File: config.mk
export PLATFORM = sky130hd
export DESIGN_NAME = multichannel_network_interface
export DESIGN_NICKNAME = d
export VERILOG_FILES = /design/src/rtl/ni_pkg.sv /design/src/rtl/ni_sync_fifo.sv /design/src/rtl/multichannel_network_interface.sv
export SDC_FILE = /design/constraint.sdc
export NUM_CORES = 2
export LEC_CHECK = 0
export BUFFER_PORTS_ARGS = -buffer_cell sky130_fd_sc_hd__buf_4
export CORE_ASPECT_RATIO = 1.4
export CORE_MARGIN = 4
export CORE_UTILIZATION = 40
export CTS_BUF_LIST = sky130_fd_sc_hd__clkbuf_8
export DETAILED_ROUTE_END_ITERATION = 8
export PLACE_DENSITY = 0.6
export SYNTH_ARGS = -nofsm -noshare
export SYNTH_HDL_FRONTEND = slang
export SYNTH_SLANG_ARGS = --single-unit
File: constraint.sdc
create_clock -name clk -period 4.7 [get_ports clk]
set_clock_uncertainty 0.1 [all_clocks]
set_input_delay 0.47 -clock clk [delete_from_list [all_inputs] [get_ports clk]]
set_output_delay 0.47 -clock clk [all_outputs]
set_load 0.01 [all_outputs]
File: src/rtl/ni_pkg.sv
// Shared definitions for the multichannel network interface: register offsets,
// AXI response codes, channel field width and STATUS bit-field positions.
package ni_pkg;

  localparam int CH_W = 3;

  localparam logic [1:0] RESP_OKAY   = 2'b00;
  localparam logic [1:0] RESP_SLVERR = 2'b10;

  localparam logic [7:0] OFF_STATUS    = 8'h40;
  localparam logic [7:0] OFF_IRQ_MASK  = 8'h44;
  localparam logic [7:0] OFF_IRQ_CLEAR = 8'h48;
  localparam logic [7:0] OFF_DROP_CNT  = 8'h4C;

  localparam int ST_RX_NONEMPTY = 0;
  localparam int ST_TX_FULL     = 8;
  localparam int ST_RX_OVERFLOW = 16;

endpackage

File: src/rtl/ni_sync_fifo.sv
// Single-clock FIFO, extra pointer bit separates full/empty; head visible combinationally.
// Push while full or pop while empty is ignored; flags are pre-edge state only.
module ni_sync_fifo #(
  parameter int WIDTH = 32,
  parameter int DEPTH = 4
) (
  input  logic             clk,
  input  logic             rst,
  input  logic             push,
  input  logic [WIDTH-1:0] push_dat,
  input  logic             pop,
  output logic [WIDTH-1:0] head,
  output logic [WIDTH-1:0] head_next,
  output logic             full,
  output logic             empty,
  output logic             multi
);

  localparam int AW = $clog2(DEPTH);
  localparam logic [AW:0] ONE = 1;

  logic [AW:0]      wr_ptr;
  logic [AW:0]      rd_ptr;
  logic [AW:0]      rd_ptr_nx;
  logic [AW:0]      count;
  logic [WIDTH-1:0] mem [DEPTH];

  assign count     = wr_ptr - rd_ptr;
  assign rd_ptr_nx = rd_ptr + ONE;
  assign empty     = (wr_ptr == rd_ptr);
  assign full      = (wr_ptr[AW] != rd_ptr[AW]) && (wr_ptr[AW-1:0] == rd_ptr[AW-1:0]);
  assign multi     = count > ONE;
  assign head      = mem[rd_ptr[AW-1:0]];
  assign head_next = mem[rd_ptr_nx[AW-1:0]];

  always_ff @(posedge clk) begin
    if (rst) begin
      wr_ptr <= '0;
      rd_ptr <= '0;
    end else begin
      if (push && !full) wr_ptr <= wr_ptr + ONE;
      if (pop && !empty) rd_ptr <= rd_ptr_nx;
    end
  end

  always_ff @(posedge clk) begin
    if (push && !full) mem[wr_ptr[AW-1:0]] <= push_dat;
  end

endmodule

File: src/rtl/multichannel_network_interface.sv
// AXI4-Lite fronted NI: NUM_CH TX/RX FIFO pairs, round-robin TX arbiter, STATUS/IRQ registers.
// Optional NI_RX_DROP_EN: RX never backpressures, drops set sticky rx_overflow and count in DROP_CNT.
module multichannel_network_interface
  import ni_pkg::*;
#(
  parameter int NUM_CH     = 4,
  parameter int PKT_WIDTH  = 32,
  parameter int FIFO_DEPTH = 4
) (
  input  logic                 clk,
  input  logic                 rst,
  input  logic [31:0]          axi_awaddr,
  input  logic                 axi_awvalid,
  output logic                 axi_awready,
  input  logic [31:0]          axi_wdata,
  input  logic [3:0]           axi_wstrb,
  input  logic                 axi_wvalid,
  output logic                 axi_wready,
  output logic [1:0]           axi_bresp,
  output logic                 axi_bvalid,
  input  logic                 axi_bready,
  input  logic [31:0]          axi_araddr,
  input  logic                 axi_arvalid,
  output logic                 axi_arready,
  output logic [31:0]          axi_rdata,
  output logic [1:0]           axi_rresp,
  output logic                 axi_rvalid,
  input  logic                 axi_rready,
  output logic [PKT_WIDTH-1:0] net_tx_packet,
  output logic [CH_W-1:0]      net_tx_channel,
  output logic                 net_tx_valid,
  input  logic                 net_tx_ready,
  input  logic [PKT_WIDTH-1:0] net_rx_packet,
  input  logic [CH_W-1:0]      net_rx_channel,
  input  logic                 net_rx_valid,
  output logic                 net_rx_ready,
  output logic                 cpu_interrupt
);

  localparam logic [5:0] NUM_CH_W = 6'(NUM_CH);
  localparam logic [3:0] NUM_CH_C = 4'(NUM_CH);

  logic [NUM_CH-1:0]    tx_push, tx_pop, tx_full, tx_empty, tx_multi, tx_avail;
  logic [NUM_CH-1:0]    rx_push, rx_pop, rx_full, rx_empty, rx_multi_unused;
  logic [PKT_WIDTH-1:0] tx_head [NUM_CH];
  logic [PKT_WIDTH-1:0] tx_head2 [NUM_CH];
  logic [PKT_WIDTH-1:0] tx_cand [NUM_CH];
  logic [PKT_WIDTH-1:0] rx_head [NUM_CH];
  logic [PKT_WIDTH-1:0] rx_head2_unused [NUM_CH];
  logic [7:0]           tx_full8, rx_full8, rx_nonempty8, rx_overflow, irq_mask;
  logic [15:0]          drop_cnt;
  logic [31:0]          status_w, rd_dat;
  logic [1:0]           wr_resp, rd_resp;
  logic                 aw_hs, ar_hs, wr_is_ch, rd_is_ch, mask_we, clr_we, rx_ch_ok;
  logic [7:0]           wr_off, rd_off;
  logic [2:0]           wr_ch, rd_ch, arb_ch, rr_start;
  logic                 tx_xfer, arb_load, arb_found;
  logic [PKT_WIDTH-1:0] arb_pkt;
  logic                 unused_ok;

  for (genvar c = 0; c < NUM_CH; c++) begin : g_ch
    ni_sync_fifo #(.WIDTH(PKT_WIDTH), .DEPTH(FIFO_DEPTH)) u_tx_fifo (
      .clk(clk), .rst(rst), .push(tx_push[c]), .push_dat(axi_wdata[PKT_WIDTH-1:0]),
      .pop(tx_pop[c]), .head(tx_head[c]), .head_next(tx_head2[c]),
      .full(tx_full[c]), .empty(tx_empty[c]), .multi(tx_multi[c])
    );
    ni_sync_fifo #(.WIDTH(PKT_WIDTH), .DEPTH(FIFO_DEPTH)) u_rx_fifo (
      .clk(clk), .rst(rst), .push(rx_push[c]), .push_dat(net_rx_packet),
      .pop(rx_pop[c]), .head(rx_head[c]), .head_next(rx_head2_unused[c]),
      .full(rx_full[c]), .empty(rx_empty[c]), .multi(rx_multi_unused[c])
    );
  end

  always_comb begin
    tx_full8                  = '0;
    rx_full8                  = '0;
    rx_nonempty8              = '0;
    tx_full8[NUM_CH-1:0]      = tx_full;
    rx_full8[NUM_CH-1:0]      = rx_full;
    rx_nonempty8[NUM_CH-1:0]  = ~rx_empty;
    status_w                  = '0;
    status_w[ST_RX_NONEMPTY +: 8] = rx_nonempty8;
    status_w[ST_TX_FULL +: 8]     = tx_full8;
    status_w[ST_RX_OVERFLOW +: 8] = rx_overflow;
  end

  // ---------------- RX ingress ----------------
  assign rx_ch_ok = {1'b0, net_rx_channel} < NUM_CH_C;

  always_comb begin
    for (int c = 0; c < NUM_CH; c++) begin
      rx_push[c] = net_rx_valid && net_rx_ready && (net_rx_channel == 3'(c)) && !rx_full[c];
    end
  end

`ifdef NI_RX_DROP_EN
  localparam bit DROP_EN = 1'b1;
  logic rx_drop;

  assign net_rx_ready = ~rst;
  assign rx_drop      = net_rx_valid & ~rst & (~rx_ch_ok | rx_full8[net_rx_channel]);

  // A set on the same edge as a W1C wins, so no overflow event is lost.
  always_ff @(posedge clk) begin
    if (rst) begin
      rx_overflow <= '0;
      drop_cnt    <= '0;
    end else begin
      rx_overflow <= (rx_overflow & ~(clr_we ? axi_wdata[7:0] : 8'h00))
                   | (rx_drop ? (8'h01 << net_rx_channel) : 8'h00);
      if (rx_drop && drop_cnt != 16'hFFFF) drop_cnt <= drop_cnt + 16'd1;
    end
  end
`else
  localparam bit DROP_EN = 1'b0;

  assign net_rx_ready = ~rst & rx_ch_ok & ~rx_full8[net_rx_channel];
  assign rx_overflow  = '0;
  assign drop_cnt     = '0;
`endif

  // ---------------- AXI decode ----------------
  assign axi_awready = ~rst & axi_awvalid & axi_wvalid & ~axi_bvalid;
  assign axi_wready  = axi_awready;
  assign aw_hs       = axi_awready;
  assign axi_arready = ~rst & ~axi_rvalid;
  assign ar_hs       = axi_arvalid & axi_arready;

  assign wr_off   = {axi_awaddr[7:2], 2'b00};
  assign wr_is_ch = axi_awaddr[7:2] < NUM_CH_W;
  assign wr_ch    = axi_awaddr[4:2];
  assign rd_off   = {axi_araddr[7:2], 2'b00};
  assign rd_is_ch = axi_araddr[7:2] < NUM_CH_W;
  assign rd_ch    = axi_araddr[4:2];

  always_comb begin
    tx_push = '0;
    wr_resp = RESP_SLVERR;
    mask_we = 1'b0;
    clr_we  = 1'b0;
    if (wr_is_ch) begin
      if (!tx_full8[wr_ch]) begin
        wr_resp = RESP_OKAY;
        for (int c = 0; c < NUM_CH; c++) tx_push[c] = aw_hs && (wr_ch == 3'(c));
      end
    end else if (wr_off == OFF_IRQ_MASK) begin
      wr_resp = RESP_OKAY;
      mask_we = aw_hs;
    end else if (wr_off == OFF_IRQ_CLEAR) begin
      wr_resp = RESP_OKAY;
      clr_we  = aw_hs;
    end
  end

  always_comb begin
    rx_pop  = '0;
    rd_resp = RESP_SLVERR;
    rd_dat  = '0;
    if (rd_is_ch) begin
      for (int c = 0; c < NUM_CH; c++) begin
        if (rd_ch == 3'(c) && !rx_empty[c]) begin
          rd_resp   = RESP_OKAY;
          rd_dat    = 32'(rx_head[c]);
          rx_pop[c] = ar_hs;
        end
      end
    end else begin
      case (rd_off)
        OFF_STATUS:    begin rd_resp = RESP_OKAY; rd_dat = status_w;          end
        OFF_IRQ_MASK:  begin rd_resp = RESP_OKAY; rd_dat = {24'h0, irq_mask}; end
        OFF_IRQ_CLEAR: begin rd_resp = RESP_OKAY;                             end
        OFF_DROP_CNT: begin
          if (DROP_EN) begin
            rd_resp = RESP_OKAY;
            rd_dat  = {16'h0, drop_cnt};
          end
        end
        default: ;
      endcase
    end
  end

  // ---------------- TX arbiter ----------------
  // The output register mirrors the granted FIFO head; the entry is only
  // dequeued on transfer, so a channel being drained this cycle offers its
  // second entry to the next grant.
  assign tx_xfer  = net_tx_valid & net_tx_ready;
  assign arb_load = ~net_tx_valid | net_tx_ready;

  always_comb begin
    for (int c = 0; c < NUM_CH; c++) begin
      tx_pop[c]   = tx_xfer && (net_tx_channel == 3'(c));
      tx_avail[c] = tx_pop[c] ? tx_multi[c] : !tx_empty[c];
      tx_cand[c]  = tx_pop[c] ? tx_head2[c] : tx_head[c];
    end
  end

  always_comb begin
    arb_found = 1'b0;
    arb_ch    = '0;
    arb_pkt   = '0;
    for (int i = NUM_CH - 1; i >= 0; i--) begin
      int k;
      k = int'(rr_start) + i;
      if (k >= NUM_CH) k = k - NUM_CH;
      if (tx_avail[k]) begin
        arb_found = 1'b1;
        arb_ch    = 3'(k);
        arb_pkt   = tx_cand[k];
      end
    end
  end

  always_ff @(posedge clk) begin
    if (rst) begin
      net_tx_valid   <= 1'b0;
      net_tx_packet  <= '0;
      net_tx_channel <= '0;
      rr_start       <= '0;
    end else if (arb_load) begin
      net_tx_valid <= arb_found;
      if (arb_found) begin
        net_tx_packet  <= arb_pkt;
        net_tx_channel <= arb_ch;
        rr_start       <= (arb_ch == 3'(NUM_CH - 1)) ? 3'd0 : arb_ch + 3'd1;
      end
    end
  end

  // ---------------- responses, mask, interrupt ----------------
  always_ff @(posedge clk) begin
    if (rst) begin
      axi_bvalid    <= 1'b0;
      axi_bresp     <= '0;
      axi_rvalid    <= 1'b0;
      axi_rresp     <= '0;
      axi_rdata     <= '0;
      irq_mask      <= '0;
      cpu_interrupt <= 1'b0;
    end else begin
      if (aw_hs) begin
        axi_bvalid <= 1'b1;
        axi_bresp  <= wr_resp;
      end else if (axi_bready) begin
        axi_bvalid <= 1'b0;
      end
      if (ar_hs) begin
        axi_rvalid <= 1'b1;
        axi_rresp  <= rd_resp;
        axi_rdata  <= rd_dat;
      end else if (axi_rready) begin
        axi_rvalid <= 1'b0;
      end
      if (mask_we) irq_mask <= axi_wdata[7:0];
      cpu_interrupt <= |((rx_nonempty8 | rx_overflow) & irq_mask);
    end
  end

  assign unused_ok = ^{axi_awaddr[31:8], axi_awaddr[1:0], axi_araddr[31:8], axi_araddr[1:0],
                       axi_wstrb, axi_wdata, clr_we, rx_multi_unused};

endmodule
==> impl_metrics.csv <==
group,metric,value,unit
pwr,cellLeakagePower,0.01948,µW
final_layout,layout-drive-gt1-share,0.3626,
cts,path_clk_slew,0.06,ns
setup_path,crit_top_cell,"o21ai_0",
timing,rsz0062_at_grt,"no",
final_layout,finalInstanceArea,0.06160,mm²
cts,clk_path_buf_depth,3,
final_layout,fin_nets,3502,
timing,fin_setup_tns,0,ns
synth,synth_area_per_cell,18.03,µm²
drt,via_count,31190,
timing,hold_violations,0,
synth,yosys-top-cells-area,"edfxtp_1 (57%), mux4_2 (22%), dfxtp_1 (5.5%)",
drt,drt-total-wl,152300,µm
synth,ys_seq_elements,1172,
floorplanning,die_w,317.2,µm
hold_path,min_from,"axi_araddr[6]",
hold_path,hold_class,"in -> reg",
synth,yosysWarnings,0,
grt,antenna_found_initial,12,
drt,postRouteAntennaNets,0,
setup_path,crit_path_top_delay_cell,"or2_2",
floorplanning,placementRows,158,
grt,met2_usage,0.3893,
setup_path,start_kind,"register",
drt,drc,0,
floorplanning,start_util,0.4035,
setup_path,path_max_fanout,44,
synth,async_flop_share,0,
timing,period_share,0.8449,
floorplanning,io_pins,223,
final_layout,syn_to_final_growth,15.10,%
synth,syn_inst,2968,
synth,netlist_area,0.05352,mm²
floorplanning,core,0.1327,mm²
status,status,"finished clean",
setup_path,endpoint_kind,"register",
hold_path,min_to,"axi_rdata[5]",
run,max_cap_violations,0,
floorplanning,dieArea,0.1398,mm²
cts,cts_made_buffers,177,
synth,post-synth-top-area-fraction,0.5745,
setup_path,crit_type,"reg -> reg",
timing,worst_slew_pin_slew,1.185,ns
cts,cts_resized,0,
synth,synth_seq_area_share,0.6299,
drt,vias_per_cell,5.972,
hold_path,holdPathStages,4,
timing,finalSetupViolations,0,
timing,layout_min_cycle_time,3.971,ns
timing,fmax,251.8,MHz
cts,cts_htree_levels,4,
timing,slew_headroom,0.2103,
final_layout,final_common_cell,"edfxtp_1",
setup_path,crit_family,"simple AND/OR/NAND/NOR gates",
grt,grt_pass1_wl,221700,µm
setup_path,cp_slowest_stage_delay,0.80,ns
pwr,peakVddDrop,282.8,µV
setup_path,rrSetupSlack,0.73,ns
grt,grt_use_met1,0.2542,
place,gp_congestion,0.8545,
setup_path,timing.rr.end,"net_tx_packet[17]",
setup_path,cp.arrival,4.67,ns
place,dp_hpwl,95120,µm
setup_path,critical_path_depth,11,
place,place.port_buffers,164,
synth,yosysUniqueCellTypes,68,
setup_path,critPathBufInv,2,
setup_path,r2r.worst_path.cells,11,
grt,grtUsageMet3,0.04491,
synth,synth_top_area_cell,"edfxtp_1",
grt,top_usage_layer,"met2",
drt,dr.pass1.iters,5,
final_layout,mostFrequentLayoutCells,"edfxtp_1 (1,024), mux4_2 (514), buf_4 (286)",
drt,wl_per_cell,29.16,µm
floorplanning,dieHeight,440.8,µm
cts,cts.sinks,1172,
grt,grt_pass1_vias,33580,
pwr,powerDensity,322.2,mW/mm²
timing,drv_slew,0,
cts,ctsRootBufferMaster,"clkbuf_8",
setup_path,worstPathRequired,5.40,ns
synth,synth-edff-count,1024,
cts,cts_tree,"built",
grt,grtUsageTotal,0.2193,
cts,clkLatencyLatePin,0.91,ns
place,place_area,0.05732,mm²
grt,grt_max_degree,66,
setup_path,r2r_start,"g_ch[1].u_tx_fifo.wr_ptr[0]",
grt,grt.overflow.total,0,
setup_path,cp_cell_sequence,"inv_1 -> ha_1 -> fa_1 -> xnor3_1 -> nand4_1 -> nand2_1 -> o211a_1 -> or2_2 -> buf_4 -> o21ai_0 -> o21ai_0",
drt,drt_iter0_drc,2918,
synth,synthFlopType,"edfxtp_1",
-- layout make-up --
cell class | instances | area, µm²
diodes | 6 | 15.01
clock buffers | 194 | 2670
clock inverters | 139 | 708.2
fillers | 11220 | 71050
inverters | 36 | 137.6
multi-input cells | 1531 | 18910
flip-flops and latches | 1172 | 33740
well taps | 1760 | 2202
repair buffers | 384 | 3218
-- report_power, final --
group	leakage (µW)	switching, µW	internal, µW
Clock	0.00196	4030	3990
Sequential	0.0104	7.99	11300
Combinational	0.00711	329	176
Total	0.0195	4370	15500
-- registers in the layout (all words and copies together) (netlist names), named ones only --
name	flops
axi_bresp	1
net_tx_packet	32
g_ch.u_rx_fifo.rd_ptr	12
g_ch.u_rx_fifo.mem	512
axi_rvalid	1
g_ch.u_tx_fifo.mem	512
net_tx_channel	3
rr_start	3
net_tx_valid	1
axi_bvalid	1
axi_rresp	1
cpu_interrupt	1
g_ch.u_rx_fifo.wr_ptr	12
g_ch.u_tx_fifo.wr_ptr	12
axi_rdata	32
g_ch.u_tx_fifo.rd_ptr	12
irq_mask	8
-- routing by layer --
metal  vias up  wire (µm)
li1      13050          -
met1     16390      54530
met2      1355      80150
met3       387      10430
met4         8       7084
met5         -         53
-- cell usage after synthesis (3+ instances only) --
cell and count:
mux2i_1 24, xor2_1 18, fa_1 4, nor3_1 8, nand4_1 138, a311oi_1 3
xnor2_1 31, mux2_2 123, a31oi_1 3, a211oi_1 6, clkbuf_1 152, o2111ai_1 6
edfxtp_1 1024, nor4b_1 5, a222oi_1 4, and3_1 5, a22oi_1 30, and2_1 32
dfxtp_1 148, o21ai_0 80, a21o_1 5, inv_2 3, inv_1 33, nor2_1 113
ha_1 52, a21oi_1 12, xnor3_1 4, o211ai_1 4, buf_4 3, or3b_2 3
mux4_2 514, nor2b_1 4, buf_1 40, o311ai_0 4, buf_2 35, nand3_1 97
nand2b_1 33, nand2_1 91, and4_1 34
-- through the flow --
stage | utilization | instances | hold WS, ns | worst slack (ns) | total power [µW]
floorplan | - | 2969 | 0.3588 | 1.056 | 11710
global placement | 0.4321 | 4794 | 0.3538 | 0.9649 | 11960
detailed placement | 0.4321 | 4794 | 0.3643 | 0.7947 | 11990
CTS | 0.4643 | 5216 | 0.1543 | 0.7667 | 20050
global route | 0.4643 | 5218 | 0.2475 | 0.5041 | 20550
finish | 0.4644 | 5222 | 0.2822 | 0.7288 | 19850
-- worst max path at each step --
stage / start / slack (ns) / endpoint
4_1_cts: g_ch[1].u_tx_fifo.wr_ptr[0] / 0.77 / net_tx_packet[17]
2_1_floorplan: rr_start[0] / 1.06 / rr_start[0]
6_report: g_ch[1].u_tx_fifo.wr_ptr[0] / 0.73 / net_tx_packet[17]
5_1_grt: g_ch[1].u_tx_fifo.wr_ptr[0] / 0.50 / net_tx_packet[17]
3_3_place_gp: g_ch[1].u_tx_fifo.rd_ptr[0] / 0.96 / net_tx_packet[17]
3_5_place_dp: g_ch[1].u_tx_fifo.wr_ptr[0] / 0.79 / net_tx_packet[17]
-- logic make-up after synthesis --
family | share of synthesized area
compound gates | 0.02176
xor+xnor | 0.009702
fa+ha+maj | 0.01365
buf+inv | 0.01968
flops | 0.6299
mux | 0.2467
other cells | 0.00007007
simple gates | 0.05858
-- worst min-delay path, stage by stage --
cell and delay [ns]:
buf_4 0.14, and4_1 0.29, a22oi_1 0.21, o21ai_0 0.10
-- repair_timing --
action / in CTS / in global routing
hold buffers: 89 / 0
endpoints found under the hold margin: 1082 / 0
buffers inserted: 0 / 0
Power figures use the tool's default switching activity.
